**src/rtl/cx_requant.sv**
```systemverilog
// Complex requantizer: convergent rounding by IN_F-OUT_F bits, then saturation to OUT_W bits,
// in a two-stage valid/ready pipeline with a sticky overflow flag and saturating overflow counter.
module cx_requant #(
  parameter int IN_W  = 24,
  parameter int IN_F  = 21,
  parameter int OUT_W = 8,
  parameter int OUT_F = 7,
  parameter int CNT_W = 16
) (
  input  logic                    clk,
  input  logic                    rst,
  input  logic signed [IN_W-1:0]  in_re,
  input  logic signed [IN_W-1:0]  in_im,
  input  logic                    in_valid,
  output logic                    in_ready,
  output logic signed [OUT_W-1:0] out_re,
  output logic signed [OUT_W-1:0] out_im,
  output logic                    out_valid,
  input  logic                    out_ready,
  input  logic                    ovf_clr,
  output logic                    ovf_sticky,
  output logic [CNT_W-1:0]        ovf_cnt
);

  localparam int S  = IN_F - OUT_F;
  localparam int RW = IN_W - S + 1;
  localparam int HW = RW - OUT_W + 1;

  generate
    if ((IN_F < OUT_F) || ((IN_W - IN_F) < (OUT_W - OUT_F))) begin : g_bad_params
      $error("cx_requant: parameters need IN_F >= OUT_F and IN_W-IN_F >= OUT_W-OUT_F");
    end
  endgenerate

  logic signed [IN_W-1:0]  in_cx   [2];
  logic signed [RW-1:0]    rnd     [2];
  logic signed [RW-1:0]    s1_cx_reg [2];
  logic signed [OUT_W-1:0] sat_val [2];
  logic                    sat_flag [2];

  logic s1_valid_reg;
  logic s2_valid_reg;
  logic s2_ovf_reg;
  logic signed [OUT_W-1:0] out_re_reg;
  logic signed [OUT_W-1:0] out_im_reg;
  logic                    ovf_sticky_reg;
  logic                    ovf_sticky_next;
  logic [CNT_W-1:0]        ovf_cnt_reg;
  logic [CNT_W-1:0]        ovf_cnt_next;

  logic s1_adv;
  logic s2_adv;
  logic ovf_xfer;

  assign in_cx[0] = in_re;
  assign in_cx[1] = in_im;

  genvar gi;
  generate
    for (gi = 0; gi < 2; gi++) begin : g_comp
      if (S == 0) begin : g_pass
        assign rnd[gi] = {in_cx[gi][IN_W-1], in_cx[gi]};
      end else begin : g_round
        logic signed [IN_W-S-1:0] trunc;
        logic [S-1:0]             frac;
        logic [S-1:0]             half;
        logic                     round_up;

        assign trunc = in_cx[gi][IN_W-1:S];
        assign frac  = in_cx[gi][S-1:0];

        always_comb begin
          half        = '0;
          half[S-1]   = 1'b1;
        end

        // Ties go to the even neighbour; the extra MSB absorbs the rounding carry.
        assign round_up = (frac > half) || ((frac == half) && trunc[0]);
        assign rnd[gi]  = {trunc[IN_W-S-1], trunc} + {{(RW-1){1'b0}}, round_up};
      end

      // Saturate when the bits above the output sign are not a pure sign extension.
      logic [HW-1:0] hi;
      logic          pos_ovf;
      logic          neg_ovf;

      assign hi      = s1_cx_reg[gi][RW-1:OUT_W-1];
      assign pos_ovf = !hi[HW-1] && (|hi);
      assign neg_ovf = hi[HW-1] && !(&hi);

      always_comb begin
        sat_val[gi]  = s1_cx_reg[gi][OUT_W-1:0];
        sat_flag[gi] = pos_ovf || neg_ovf;
        if (pos_ovf) begin
          sat_val[gi] = {1'b0, {(OUT_W-1){1'b1}}};
        end else if (neg_ovf) begin
          sat_val[gi] = {1'b1, {(OUT_W-1){1'b0}}};
        end
      end
    end
  endgenerate

  assign s2_adv   = !s2_valid_reg || out_ready;
  assign s1_adv   = !s1_valid_reg || s2_adv;
  assign in_ready = s1_adv;

  always_ff @(posedge clk) begin
    if (rst) begin
      s1_valid_reg <= 1'b0;
      s2_valid_reg <= 1'b0;
      s2_ovf_reg   <= 1'b0;
      s1_cx_reg[0] <= '0;
      s1_cx_reg[1] <= '0;
      out_re_reg   <= '0;
      out_im_reg   <= '0;
    end else begin
      if (s1_adv) begin
        s1_valid_reg <= in_valid;
        if (in_valid) begin
          s1_cx_reg[0] <= rnd[0];
          s1_cx_reg[1] <= rnd[1];
        end
      end
      if (s2_adv) begin
        s2_valid_reg <= s1_valid_reg;
        if (s1_valid_reg) begin
          out_re_reg <= sat_val[0];
          out_im_reg <= sat_val[1];
          s2_ovf_reg <= sat_flag[0] || sat_flag[1];
        end
      end
    end
  end

  // Overflow accounting happens when a flagged word actually leaves; clear wins.
  assign ovf_xfer = s2_valid_reg && out_ready && s2_ovf_reg;

  always_comb begin
    ovf_sticky_next = ovf_sticky_reg;
    ovf_cnt_next    = ovf_cnt_reg;
    if (ovf_clr) begin
      ovf_sticky_next = 1'b0;
      ovf_cnt_next    = '0;
    end else if (ovf_xfer) begin
      ovf_sticky_next = 1'b1;
      if (!(&ovf_cnt_reg)) begin
        ovf_cnt_next = ovf_cnt_reg + {{(CNT_W-1){1'b0}}, 1'b1};
      end
    end
  end

  always_ff @(posedge clk) begin
    if (rst) begin
      ovf_sticky_reg <= 1'b0;
      ovf_cnt_reg    <= '0;
    end else begin
      ovf_sticky_reg <= ovf_sticky_next;
      ovf_cnt_reg    <= ovf_cnt_next;
    end
  end

  assign out_valid  = s2_valid_reg;
  assign out_re     = out_re_reg;
  assign out_im     = out_im_reg;
  assign ovf_sticky = ovf_sticky_reg;
  assign ovf_cnt    = ovf_cnt_reg;

endmodule

```
**config.mk**
```make
export PLATFORM = sky130hd
export DESIGN_NAME = cx_requant
export DESIGN_NICKNAME = d
export VERILOG_FILES = /design/src/rtl/cx_requant.sv
export SDC_FILE = /design/constraint.sdc
export NUM_CORES = 1
export LEC_CHECK = 0
export BUFFER_PORTS_ARGS = -buffer_cell sky130_fd_sc_hd__buf_2
export CORE_UTILIZATION = 46
export CTS_BUF_LIST = sky130_fd_sc_hd__clkbuf_16
export CTS_CLUSTER_SIZE = 14
export DETAILED_ROUTE_END_ITERATION = 8
export PLACE_DENSITY = 0.82
export SYNTH_ARGS = -nofsm -noshare
export SYNTH_HDL_FRONTEND = slang
export SYNTH_SLANG_ARGS = --single-unit
```
**constraint.sdc**
```tcl
create_clock -name clk -period 1.6 [get_ports clk]
set_input_delay 0.32 -clock clk [delete_from_list [all_inputs] [get_ports clk]]
set_output_delay 0.32 -clock clk [all_outputs]
set_load 0.1 [all_outputs]
```
Yosys cells after proc, flatten, opt, wreduce, memory -nomap -nowiden
Memory sizes are Yosys's and may differ from the RTL's.
Index checks and enable logic that the tools add are counted.
{"block": "classes", "addsub": 3, "n_mux": 12, "reduce_logical": 29, "n_lt_le_gt_ge": 2, "eq_ne": 2, "bitwise": 3}
{"cell": "$mux W8", "count": 4}
{"cell": "$eq A14 B14 Y1 const B", "count": 2}
{"cell": "$gt A14 B14 Y1 const B", "count": 2}
{"cell": "$add A10 B2 Y11", "count": 2}
{"cell": "$mux W11", "count": 2}
{"cell": "$add A16 B1 Y16 const B", "count": 1}
{"cell": "$reduce_and A16 Y1", "count": 1}
{"cell": "$logic_and A1 B1 Y1", "count": 8}
{"cell": "$reduce_and A4 Y1", "count": 2}
{"cell": "$reduce_or A4 Y1", "count": 2}
{"cell": "$logic_or A1 B1 Y1", "count": 7}
{"cell": "$logic_not A1 Y1", "count": 6}
{"cell": "$mux W1", "count": 6}
{"cell": "$reduce_and A2 Y1", "count": 2}
{"cell": "$or A1 B1 Y1", "count": 2}
{"cell": "$reduce_or A2 Y1", "count": 1}
{"cell": "$not A1 Y1", "count": 1}
{"block": "word_totals", "ramBits": 22, "mem_count": 1, "out_inout_bits": 35, "word_cells": 59, "register_bits": 36, "in_bits": 53}
{"memory": "s1_cx_reg", "words": 2, "word_bits": 11, "read_ports": 2, "rd_clocked_by_memory_dff": 0, "write_ports": 2, "line": "37", "text": "logic signed [RW-1:0] s1_cx_reg [2];"}

Depth between registers and ports, before layout
Gate-level depths: netlist (run 1).
{"block": "depth", "depth_word": 7, "mapped_depth": 6, "ltp_nobuf": 6}

Worst setup path before layout (run 1)
OpenSTA, ideal clock, no wires.
{"block": "synth_timing", "path_kind": "register -> register", "start": "register s2_valid_reg, in the netlist out_valid", "end": "memory s1_cx_reg[0][13] (netlist name) (data pin)", "synth_period_minus_slack_ns": 3.364, "n_path_buf": 2, "required_ns": 1.334, "slack_ns": -1.764, "arrival_time_ns": 3.098, "path_stages_with_launch": 7, "setup_ns": 0.266, "cell_sequence": "dfxtp_1 > nand3b_1 > nand2_1 > or2_2 > clkbuf_1 > clkbuf_1 > nor2_1"}
{"item": "start, declared", "line": "42", "text": "logic s2_valid_reg;"}
{"item": "start signal, assigned", "line": "125", "text": "s2_valid_reg <= s1_valid_reg;"}
{"item": "end, declared", "line": "37"}

Worst setup path in the final report (run 1)
{"block": "layout_timing", "start": "register ovf_cnt_reg[6], in the netlist ovf_cnt[6]", "end": "register ovf_cnt_reg[15], in the netlist ovf_cnt[15]"}
{"block": "layout_between", "elab_chain_cells": 3, "word_cells_on_any_way": 4, "cone_classes": "1 x add/sub; 1 x bitwise; 2 x reduce/logical"}
{"item": "start, declared", "line": "48", "text": "logic [CNT_W-1:0] ovf_cnt_reg;"}
{"item": "start signal, assigned", "line": "158", "text": "ovf_cnt_reg <= ovf_cnt_next;"}
{"item": "parallel branches: the longest is 3 deep, another holds $add A16 B1 Y16"}
Several ways; the timed one is not identified.
A chain may end at the register's enable or synchronous reset.

==> reports/summary.txt, run 1 <==
Commonest non-fill, non-tap cell in the layout: buf_2
Arrival time at the worst endpoint: 1.97 ns
Worst Path Required: 1.85 ns
Max Clock Freq: 584 MHz
Area grow syn2layout: 44.9%
Max-cap violations: 0
Final setup margin: -0.111 ns
Vias in the first global route: 2,518
Commonest non-fill, non-tap cells in the layout: buf_2, nand2_1, buf_4, nor2_1, a21oi_1
WL per Instance: 12.9 µm
Number of synthesized register bits: 58
First-pass GRT wire length: 10,900 µm
Worst relative slew slack: 0.668
Max FFs per register: 22
Register clock-pin slew on the reported worst setup and hold paths: 0.05 ns
Fraction of layout cells with a size suffix above 1: 0.410
Setup crit end kind: flop
Slew @ Worst Pin: 0.501 ns
H-tree depth: 3
Placed cells: 486
Lkg Pwr: 1.66 nW
WL final: 6570 µm
Syn_area_per_cell: 9.05 µm²
Initial drt markers: 106
CTS tree: done
Overflow left after global routing: 0
Die X: 79.8 µm
RSZ-0062 raised after global routing: yes
VDD IR max: 0.757 mV
Worst min-delay path class: in -> reg
Total GRT Usage: 0.224
Final Core Density: 0.712
Layout net count: 488
Synth cell types: 40
Starting Density: 0.491
Sink Count: 58
Die area: 6380 µm²
Final GP Congestion: 0.820
Chip Height: 79.8 µm
Post-route ant nets: 0
Worst setup path class: reg -> reg
Setup Viol. Count Final: 6
Largest net degree at the start of global routing: 23
Synth Instances: 308
Finished Layout Cells: 509
Fin crit period: 1.71 ns
Power Dens Cells: 1010 nW/µm²
Worst Skew: 0.00404 ns
Status: finished, violations left
IO Count: 88
Syn Std Cell Area: 2790 µm²
Crit path max fanout: 8
Initial antenna violation count: 0
Startpoint Class: flop
Count of hold-fix buffers inserted at cts: 0
YS warnings: 0
Failing checks: setup timing
Post-synthesis net count: 364
Num CTS Buffers: 9
Root Driver: clkbuf_16
Total negative slack: -0.348 ns
Vias per Instance: 5.39
DRT Pass-1 Iters: 4
Worst-case clock buffer depth: 2
DRC Markers: 0
Max Slew Vio Count: 0
Row Count: 27
WHS: 0.255 ns
DP HPWL: 4740 µm
Seq/Total Area, Yosys: 0.496
Final Hold Vio Count: 0
CORE AREA: 5680 µm²
Antenna Cells: 0
# port buffers: 87
Worst skew pair latency: 0.32 ns
Final period util: 1.07
Vias: 2,741
==> synth_stat cells (all sizes together) <==
cell / count / area share
nand2: 40 / 0.057
dfxtp: 36 / 0.26
nor2: 34 / 0.046
a21oi: 28 / 0.050
edfxtp: 22 / 0.24
nand3: 13 / 0.027
o21ai: 13 / 0.023
nor3: 12 / 0.022
xnor2: 12 / 0.038
nor4: 11 / 0.027
nand4: 10 / 0.022
o211ai: 10 / 0.027
clkbuf: 9 / 0.012
or4: 9 / 0.025
o31ai: 6 / 0.016
and2: 5 / 0.011
inv: 5 / 0.0067
xor2: 4 / 0.013
ha: 3 / 0.013
or2: 3 / 0.0067
or3: 3 / 0.0067
a211oi: 2 / 0.0054
and3: 2 / 0.0045
and4: 2 / 0.0067
buf: 2 / 0.0036
nand2b: 2 / 0.0045
nor4b: 2 / 0.0063
a31oi: 1 / 0.0022
nand3b: 1 / 0.0027
nor2b: 1 / 0.0022
nor4bb: 1 / 0.0036
o211a: 1 / 0.0036
o311a: 1 / 0.0036
o41ai: 1 / 0.0031
or4b: 1 / 0.0036
==> power breakdown <==
| group | total, mW | switching (mW) | leakage (nW) | internal [mW] |
|---|---|---|---|---|
| combinational | 0.497 | 0.349 | 0.961 | 0.148 |
| sequential | 1.61 | 0.0306 | 0.548 | 1.58 |
| clock | 1.96 | 0.623 | 0.148 | 1.34 |
==> worst max-delay path: stages (launching register included) <==
cell and delay (ns):
dfxtp_4 0.35, nand2_4 0.06, or4_4 0.60, or4_4 0.50, a21oi_2 0.13
==> cells by family (layout without fill, tap and decap cells) <==
logic type,after synthesis,in the layout,share of synthesized area
xor+xnor,16,16,0.0503
simple gates,152,152,0.284
flops,58,58,0.496
fa+ha+maj,3,3,0.0135
buf+inv,16,145,0.0224
compound gates,63,63,0.135
==> routing by layer <==
| metal | up-vias | wire, µm | global-route usage |
|---|---|---|---|
| met5 | - | 0 | 0 |
| met4 | 0 | 125 | 0.143 |
| met3 | 11 | 394 | 0.0446 |
| met2 | 107 | 3400 | 0.400 |
| met1 | 1230 | 2640 | 0.240 |
| li1 | 1393 | - | - |
==> area by class of cell <==
type / instances / area (µm²)
Multi-Input combinational cell: 234 / 1440
Fill cell: 403 / 1640
Sequential cell: 58 / 1450
Clock buffer: 9 / 225
Inverter: 5 / 18.8
Tap cell: 72 / 90.1
Timing Repair Buffer: 124 / 732
Clock inverter: 7 / 83.8
==> final timing paths <==
check | from | end | slack (ns) | cells after the start
worst max-delay path | ovf_cnt[6] | ovf_cnt[15] | -0.11 | 4
worst max register to register | ovf_cnt[6] | ovf_cnt[15] | -0.11 | 4
worst min register to register | out_re[3] | out_re[3] | 0.44 | 2
worst min-delay path | in_valid | s1_valid_reg | 0.26 | 3
==> metrics by stage <==
| stage | area [µm²] | total power [mW] | setup slack (ns) |
|---|---|---|---|
| 6_report | 4040 | 4.07 | -0.111 |
| 5_1_grt | 4040 | 4.22 | -0.145 |
| 4_1_cts | 3960 | 4.11 | -0.120 |
| 3_5_place_dp | 3610 | 2.14 | -0.317 |
| 3_3_place_gp | 3610 | 2.13 | -0.249 |
| 2_1_floorplan | 2920 | 1.98 | -0.841 |
==> timing repair <==
item                       4_1_cts  5_1_grt
setup endpoints to repair        8       18
pin swaps                       10        5
setup buffers                    3        4
resized for setup                3       12
(Power assumes the default switching activity.)
==> run 2: changes to the inputs <==
--- a/config.mk
+++ b/config.mk
@@ -11,6 +11,7 @@
 export CTS_CLUSTER_SIZE = 14
 export DETAILED_ROUTE_END_ITERATION = 8
 export PLACE_DENSITY = 0.82
+export RECOVER_POWER = 100
 export SYNTH_ARGS = -nofsm -noshare
 export SYNTH_HDL_FRONTEND = slang
 export SYNTH_SLANG_ARGS = --single-unit
==> reports/summary.txt, run 2 (synthesis gave the netlist of run 1 again) <==
Lkg Pwr: 1.62 nW (was 1.66 nW)
Finished Layout Cells: 509 (unchanged)
Die X: 79.8 µm (unchanged)
Hold Crit Depth: 3 (unchanged)
IO Count: 88 (unchanged)
Starting Density: 0.491 (unchanged)
Status: finished, violations left (unchanged)
Layout net count: 488 (unchanged)
Max FFs per register: 22 (unchanged)
Num CTS Buffers: 9 (unchanged)
Total negative slack: -0.370 ns (was -0.348 ns)
Final period util: 1.07 (about the same)
Total GRT Usage: 0.224 (unchanged)
Net Switching: 1.00 mW (about the same)
Initial drt markers: 88 (was 106)
WL final: 6580 µm (was 6570 µm)
Clock Power Share: 0.482 (about the same)
Sink Count: 58 (unchanged)
Register clock-pin slew on the reported worst setup and hold paths: 0.05 ns (about the same)
Worst relative slew slack: 0.629 (was 0.668)
Setup WS pre-CTS: -0.317 ns (unchanged)
Max Slew Vio Count: 0 (unchanged)
First-pass GRT wire length: 10,900 µm (unchanged)
Worst skew pair latency: 0.32 ns (about the same)
Worst setup path class: reg -> reg (unchanged)
Chip Height: 79.8 µm (unchanged)
DP HPWL: 4740 µm (unchanged)
Row Count: 27 (unchanged)
Vias in the first global route: 2,518 (unchanged)
Commonest non-fill, non-tap cell in the layout: buf_2 (unchanged)
Worst min-delay path class: in -> reg (unchanged)
Failing checks: setup timing (unchanged)
Tot Pwr: 4.07 mW (about the same)
Startpoint Class: flop (unchanged)
Overflow left after global routing: 0 (unchanged)
Switching part of the total: 0.246 (about the same)
Area grow syn2layout: 44.3% (was 44.9%)
Worst Path Required: 1.85 ns (about the same)
Antenna Cells: 0 (unchanged)
RSZ-0062 raised after global routing: yes (unchanged)
Fraction of layout cells with a size suffix above 1: 0.400 (was 0.410)
CORE AREA: 5680 µm² (unchanged)
H-tree depth: 3 (unchanged)
Die area: 6380 µm² (unchanged)
Arrival time at the worst endpoint: 1.96 ns (was 1.97 ns)
Count of hold-fix buffers inserted at cts: 0 (unchanged)
DRC Markers: 0 (unchanged)
Max-cap violations: 0 (unchanged)
Initial antenna violation count: 0 (unchanged)
DRT Pass-1 Iters: 4 (unchanged)
Flop pwr share: 0.397 (was 0.396)
Design area: 4020 µm² (was 4040 µm²)
FILL cells: 411 (was 403)
Final Hold Vio Count: 0 (unchanged)
Vias per Instance: 5.41 (was 5.39)
Max Clock Freq: 585 MHz (was 584 MHz)
Setup crit end kind: flop (unchanged)
Final GP Congestion: 0.820 (unchanged)
Worst-case clock buffer depth: 2 (unchanged)
VDD IR max: 0.750 mV (was 0.757 mV)
Final setup margin: -0.111 ns (about the same)
FF-to-FF path depth: 4 (unchanged)
Largest net degree at the start of global routing: 23 (unchanged)
DP Area: 3610 µm² (unchanged)
Commonest non-fill, non-tap cells in the layout: buf_2, nand2_1, nor2_1, buf_4, clkbuf_2 (was buf_2, nand2_1, buf_4, nor2_1, a21oi_1)
Placed cells: 486 (unchanged)
Worst Skew: 0.00443 ns (was 0.00404 ns)
Crit path max fanout: 8 (unchanged)
Power Dens Cells: 1010 nW/µm² (about the same)
Comb pwr share: 0.121 (was 0.122)
WL per Instance: 12.9 µm (about the same)
Setup Viol. Count Final: 7 (was 6)
CTS tree: done (unchanged)
Post-route ant nets: 0 (unchanged)
Vias: 2,754 (was 2,741)
Slew @ Worst Pin: 0.558 ns (was 0.501 ns)
WHS: 0.250 ns (was 0.255 ns)
Pint: 3.07 mW (about the same)
# port buffers: 87 (unchanged)
Fin crit period: 1.71 ns (about the same)
Root Driver: clkbuf_16 (unchanged)
Final Core Density: 0.709 (was 0.712)
==> run 2: power by group through the flow <==
stage	Combinational, mW	Clock (mW)	Sequential (mW)
5_1_grt	0.535	2.06	1.62
3_3_place_gp	0.490	0	1.64
6_report	0.494	1.96	1.61
2_1_floorplan	0.163	0	1.81
3_5_place_dp	0.495	0	1.64
4_1_cts	0.497	2.00	1.61
==> run 2: critical path, stage by stage (launching register included) <==
cell	delay (ns)
dfxtp_4	0.35
nand2_4	0.06
or4_4	0.60
or4_4	0.50
a21oi_2	0.12
==> run 2: layout make-up <==
type                       instances  area [µm²]  share of cell area
clock buffer                       9         225              0.0560
clock inverter                     7        83.8              0.0208
tap                               72        90.1              0.0224
multi-input combinational        234        1440               0.358
inverter                           5        18.8             0.00467
sequential                        58        1450               0.359
timing repair buffer             124         719               0.179
==> run 2: repair_timing <==
item,4_1_cts,5_1_grt
setup buffers,3,4
pin swaps,10,5
endpoints found under the setup margin,8,18
gates resized for setup,3,12
==> run 2: worst paths after layout <==
path / startpoint / to / slack [ns]
setup / recovery: ovf_cnt[6] / ovf_cnt[15] / -0.11
hold / removal: in_valid / s1_valid_reg / 0.25
setup reg to reg: ovf_cnt[6] / ovf_cnt[15] / -0.11
hold reg to reg: out_re[3] / out_re[3] / 0.45
==> run 2: metal layers <==
| metal | GRT usage | vias to the layer above | wire length, µm |
|---|---|---|---|
| met3 | 0.0446 | 11 | 408 |
| met1 | 0.240 | 1232 | 2640 |
| met5 | 0 | - | 0 |
| met2 | 0.400 | 117 | 3420 |
| met4 | 0.143 | 0 | 114 |
| li1 | - | 1394 | - |
